<file path="config.mk">
export PLATFORM = sky130hd
export DESIGN_NAME = mem_arbiter
export DESIGN_NICKNAME = d
export VERILOG_FILES = /design/src/rtl/mem_arbiter_pkg.sv /design/src/rtl/mem_arbiter_rr_pick2.sv /design/src/rtl/mem_arbiter.sv
export SDC_FILE = /design/constraint.sdc
export NUM_CORES = 1
export LEC_CHECK = 0
export CORE_ASPECT_RATIO = 1.1
export CORE_MARGIN = 2
export CORE_UTILIZATION = 40
export DETAILED_ROUTE_END_ITERATION = 6
export DONT_BUFFER_PORTS = 1
export PLACE_DENSITY = 0.51
export SLEW_MARGIN = 40
export SYNTH_ARGS = -nofsm -noshare
export SYNTH_HDL_FRONTEND = slang
export SYNTH_SLANG_ARGS = --single-unit
</file>
<file path="constraint.sdc">
create_clock -name clk -period 5.1 [get_ports clk]
set_input_delay 0.765 -clock clk [delete_from_list [all_inputs] [get_ports clk]]
set_output_delay 0.765 -clock clk [all_outputs]
set_load 0.02 [all_outputs]
</file>
<file path="src/rtl/mem_arbiter_pkg.sv">
// Shared types and constants for the two-master memory arbiter.
// Owner encoding doubles as the round-robin "last served" value.
package mem_arbiter_pkg;

  typedef enum logic [1:0] {
    IDLE   = 2'd0,
    ACCESS = 2'd1,
    DONE   = 2'd2
  } arb_state_t;

  localparam logic OWN_CPU = 1'b0;
  localparam logic OWN_DBG = 1'b1;

  localparam int TIMEOUT_DEFAULT = 255;

endpackage

</file>
<file path="src/rtl/mem_arbiter_rr_pick2.sv">
// Two-way round-robin pick: a lone requester always wins; on contention
// the requester not served last wins. grant[0]=cpu, grant[1]=dbg.
module rr_pick2
  import mem_arbiter_pkg::*;
(
  input  logic [1:0] req,
  input  logic       last,
  output logic [1:0] grant
);

  always_comb begin
    grant = req;
    if (req == 2'b11) begin
      grant = (last == OWN_CPU) ? 2'b10 : 2'b01;
    end
  end

endmodule

</file>
<file path="src/rtl/mem_arbiter.sv">
// Arbitrates a CPU sequencer and a debug loader onto one memory port,
// with a wait-cycle timeout that aborts stalled accesses.
//
// state  | meaning
// IDLE   | pick an owner, pulse its gnt, latch the request
// ACCESS | drive the memory strobe until mem_ready or timeout
// DONE   | pulse done (and err on timeout), record last-served owner
module mem_arbiter
  import mem_arbiter_pkg::*;
#(
  parameter int TIMEOUT = TIMEOUT_DEFAULT,
  parameter int AW      = 32
) (
  input  logic          clk,
  input  logic          reset_n,
  input  logic          cpu_req,
  input  logic          cpu_we,
  input  logic [AW-1:0] cpu_addr,
  input  logic [31:0]   cpu_wdata,
  input  logic          dbg_req,
  input  logic          dbg_we,
  input  logic [AW-1:0] dbg_addr,
  input  logic [31:0]   dbg_wdata,
  output logic          cpu_gnt,
  output logic          dbg_gnt,
  output logic          cpu_done,
  output logic          dbg_done,
  output logic [31:0]   rdata,
  output logic          err,
  output logic [AW-1:0] mem_addr,
  output logic [31:0]   mem_wdata,
  output logic          mem_read,
  output logic          mem_write,
  input  logic [31:0]   mem_rdata,
  input  logic          mem_ready
);

  localparam int            CW        = $clog2(TIMEOUT + 1);
  localparam logic [CW-1:0] CNT_LIMIT = CW'(TIMEOUT);

  arb_state_t    state_q, state_d;
  logic          owner_q, owner_d;
  logic          last_q, last_d;
  logic          we_q, we_d;
  logic          err_q, err_d;
  logic [AW-1:0] addr_q, addr_d;
  logic [31:0]   wdata_q, wdata_d;
  logic [31:0]   rdata_q, rdata_d;
  logic [CW-1:0] cnt_q, cnt_d;
  logic [CW-1:0] cnt_inc;
  logic [1:0]    grant;

  rr_pick2 u_pick (
    .req   ({dbg_req, cpu_req}),
    .last  (last_q),
    .grant (grant)
  );

  assign cnt_inc = cnt_q + CW'(1);
  assign rdata   = rdata_q;

  always_ff @(posedge clk or negedge reset_n) begin
    if (!reset_n) begin
      state_q <= IDLE;
      owner_q <= OWN_CPU;
      last_q  <= OWN_DBG;
      we_q    <= 1'b0;
      err_q   <= 1'b0;
      addr_q  <= '0;
      wdata_q <= '0;
      rdata_q <= '0;
      cnt_q   <= '0;
    end else begin
      state_q <= state_d;
      owner_q <= owner_d;
      last_q  <= last_d;
      we_q    <= we_d;
      err_q   <= err_d;
      addr_q  <= addr_d;
      wdata_q <= wdata_d;
      rdata_q <= rdata_d;
      cnt_q   <= cnt_d;
    end
  end

  always_comb begin
    state_d   = state_q;
    owner_d   = owner_q;
    last_d    = last_q;
    we_d      = we_q;
    err_d     = err_q;
    addr_d    = addr_q;
    wdata_d   = wdata_q;
    rdata_d   = rdata_q;
    cnt_d     = cnt_q;
    cpu_gnt   = 1'b0;
    dbg_gnt   = 1'b0;
    cpu_done  = 1'b0;
    dbg_done  = 1'b0;
    err       = 1'b0;
    mem_addr  = '0;
    mem_wdata = '0;
    mem_read  = 1'b0;
    mem_write = 1'b0;

    case (state_q)
      IDLE: begin
        // gnt is combinational off req, so it must be masked while in reset
        if (grant != 2'b00 && reset_n) begin
          cpu_gnt = grant[0];
          dbg_gnt = grant[1];
          owner_d = grant[1] ? OWN_DBG : OWN_CPU;
          we_d    = grant[1] ? dbg_we    : cpu_we;
          addr_d  = grant[1] ? dbg_addr  : cpu_addr;
          wdata_d = grant[1] ? dbg_wdata : cpu_wdata;
          cnt_d   = '0;
          state_d = ACCESS;
        end
      end
      ACCESS: begin
        mem_addr  = addr_q;
        mem_wdata = wdata_q;
        mem_read  = !we_q;
        mem_write = we_q;
        if (mem_ready) begin
          if (!we_q) rdata_d = mem_rdata;
          state_d = DONE;
        end else begin
          cnt_d = cnt_inc;
          if (cnt_inc == CNT_LIMIT) begin
            err_d   = 1'b1;
            state_d = DONE;
          end
        end
      end
      DONE: begin
        cpu_done = (owner_q == OWN_CPU);
        dbg_done = (owner_q == OWN_DBG);
        err      = err_q;
        err_d    = 1'b0;
        last_d   = owner_q;
        state_d  = IDLE;
      end
      default: state_d = IDLE;
    endcase
  end

endmodule

</file>
==> summary.md <==
| Metric | Value |
|---|---|
| WL met1 | 5760 um |
| Status | complete, no violations |
| Mapped Cells | 587 |
| Post-synth top area cell | dfrtp_1 |
| Root buf cell | clkbuf_16 |
| Leakage | 0.00243 uW |
| Final hold violations | 0 |
| Min cycle time layout | roughly 3000 ps |
| Post-DP Area | 5400 sq um |
| Hold Slack | 101 ps |
| DRC | 0 |
| DRT iter0 DRCs | 199 |
| Number of CTS-inserted buffers | 9 |
| Initial antenna violation count | 0 |
| Critical Path End Type | output pin |
| Placeable Area | 13100 sq um |
| Pwr Total | roughly 3200 uW |
| WL met2 | 6370 um |
| Highest Signal Layer | met4 |
| Dpl hpwl | 9510 um |
| Wire per inst | between 15 and 20 um |
| Commonest non-fill, non-tap cell in the layout | nand2_1 |
| Peak Freq | 339 MHz |
| Pwr dens | 561 nW/um^2 |
| Total Nets Final | 730 |
| Setup Buffers After CTS | 0 |
| Ys Warns | 0 |
| Port Buf Inserts | 0 |
| Die footprint | 14200 sq um |
| Dominant cells by area after synthesis | dfrtp_1, nand2_1, and2_1, a31oi_1, mux2_2 |
| Max Root-Sink Buffers | 2 |
| Setup violations, final | 0 |
| H-tree Lvls | 3 |
| CTS tree | done |
| Slowest CP cell | dfstp_2 |
| Primary FF master, synth | dfrtp_1 |
| Final setup margin | 2150 ps |
| Hold WC Path Type | input pin to asynchronous set/reset pin |
| Antenna fix cells | 0 |
| Max Cap Violations | 0 |
| Mapped Area | 5310 sq um |
| Worst-skew pair later-pin latency | 360 ps |
| Gr usage total | 19.2% |
| Global route overflow | 0 |
| Sequential cell area fraction in the yosys report | approximately 52% |
| Finished Cell Area | 5680 sq um |
| Drt first pass iters | 4 |
| CP Launch Type | register |
| Clock slew at reported path FFs | 70 ps |
| Worst slew pin tran | 704 ps |
| Area added between synthesis and finish | 6.90% |
| Detail Route Antenna Nets | 0 |
| Post-synth net total | about 760 |
| Critical Path Max Stage Delay | about 540 ps |
| Critical Path AT | 2190 ps |
| Worst Setup Slack post-DPL | 2300 ps |
| Vias in the first global route | 3984 |
| Top-area cell type share of the netlist area | roughly 51% |
| Clk sink count | between 100 and 150 |
| Post-synthesis async set-or-reset flop share | 100% |
| Relative slew slack | 53.1% |
| I/O Pins | 270 |
| Cts repair resizes | 0 |
| Hold buffer count at CTS | 0 |
| Period utilisation layout | approximately 58% |
| Skew final | 7.90 ps |
| First-pass GRT wire length | ~21000 um |
| Mean Syn Cell Area | 9.05 sq um |
| Avg Vias per Cell | 5.48 |
| Max-slew violations | 0 |
| Proportion of layout cells with a drive suffix above 1 | 10.6% |
| FF+latch count, synth | 110 |
| Worst path required time | 4340 ps |
| Worst path cell trace | nand2_1 > nand2_2 > buf_4 > and3_1 |
| Final TNS setup | 0 ps |
| Setup Crit Path Kind | register to output pin |
| Distinct cells, synth | 35 |
| Worst vdd ir | a little over 0.2 mV |
| RSZ-0062 raised after global routing | no |
| Routability congestion estimate | 0.810 |
| Met3 WL | 1200 um |
| Chip width | 114 um |
| # rows | 44 |
| Fillers | 1307 |
| Initial Util | a little over 40% |
| Largest net degree at the start of global routing | 112 |
| CP Max Fanout | between 50 and 60 |
| Detailed Route WL | 13600 um |
| Commonest cells after routing, fill and taps aside | nand2_1, dfrtp_1, nor2_1 |
| Total number of vias | 3987 |
| EDFF count, synth | 0 |
| Die Y | 125 um |
-- sequential cells by signal, indices dropped and copies added, names as in the netlist --
register  flops
we_q          1
addr_q       32
wdata_q      32
cnt_q         8
rdata        32
state_q       2
last_q        1
owner_q       1
err_q         1
-- cell usage after synthesis (4+ instances only) --
| cell | instances |
|---|---|
| a31oi_1 | 66 |
| mux2_2 | 30 |
| nor2_1 | 71 |
| nand3_1 | 4 |
| nand2_1 | 144 |
| clkbuf_1 | 24 |
| buf_2 | 14 |
| a21oi_1 | 6 |
| o21ai_0 | 8 |
| dfrtp_1 | 109 |
| and2_1 | 70 |
-- final cells by class --
class | instances | area, sq um | share of cell area, %
Sequential cell | 110 | 2750 | 48.5
Inverter | 2 | 7.51 | 0.132
Timing Repair Buffer | 6 | 72.6 | 1.28
Tap cell | 161 | 201 | 3.55
Clock buffer | 12 | 246 | 4.34
Multi-Input combinational cell | 432 | 2370 | 41.7
Clock inverter | 4 | 30.0 | 0.529
-- critical path, delay by kind of cell, from the launching register on --
| family | cells | cell delay, ps |
|---|---|---|
| buffers and inverters | 1 | 530 |
| and+or+nand+nor | 3 | 710 |
| DFF | 1 | 540 |
-- metrics by stage --
stage               instances  util (%)
detailed placement        711      41.2
global route              727      43.4
global placement          709      40.9
finish                    727      43.4
floorplan                 587         -
CTS                       727      43.4
-- power by group --
part           switching (uW)  total, uW  leakage, uW  internal (uW)
Sequential                376       1600      0.00128           1220
Clock                     329        677     0.000133            348
Combinational             556        910      0.00102            355
Total                    1260       3190      0.00243           1930
-- routing by layer --
layer / global-route usage (%) / up-vias
met5: 0 / -
met4: 7.39 / 0
met3: 5.50 / 14
met2: 31.0 / 193
met1: 24.3 / 1883
li1: - / 1897
-- cells by family (layout without fill, tap and decap cells) --
group / after synthesis / after routing / share of synthesized area, %
compound gates: 92 / 92 / 10.9
xor+xnor: 3 / 3 / 0.495
fa+ha+maj: 2 / 2 / 0.471
buf+inv: 45 / 24 / 3.86
flops: 110 / 110 / 51.8
mux: 32 / 32 / 6.78
simple gates: 303 / 303 / 25.7
-- path summary, 6_finish.rpt --
kind | from | to | slack [ps] | depth (start not counted)
max | last_q | cpu_gnt | 2150 | 4
min | reset_n | wdata_q[29] | 100 | 0
max reg2reg | state_q[1] | wdata_q[4] | 2670 | 5
min reg2reg | err_q | err_q | 490 | 2
max in group asynchronous | reset_n | last_q | 4770 | 0
min in group clk | err_q | err_q | 490 | 2
Note: power is estimated with default switching activity, not from simulation.
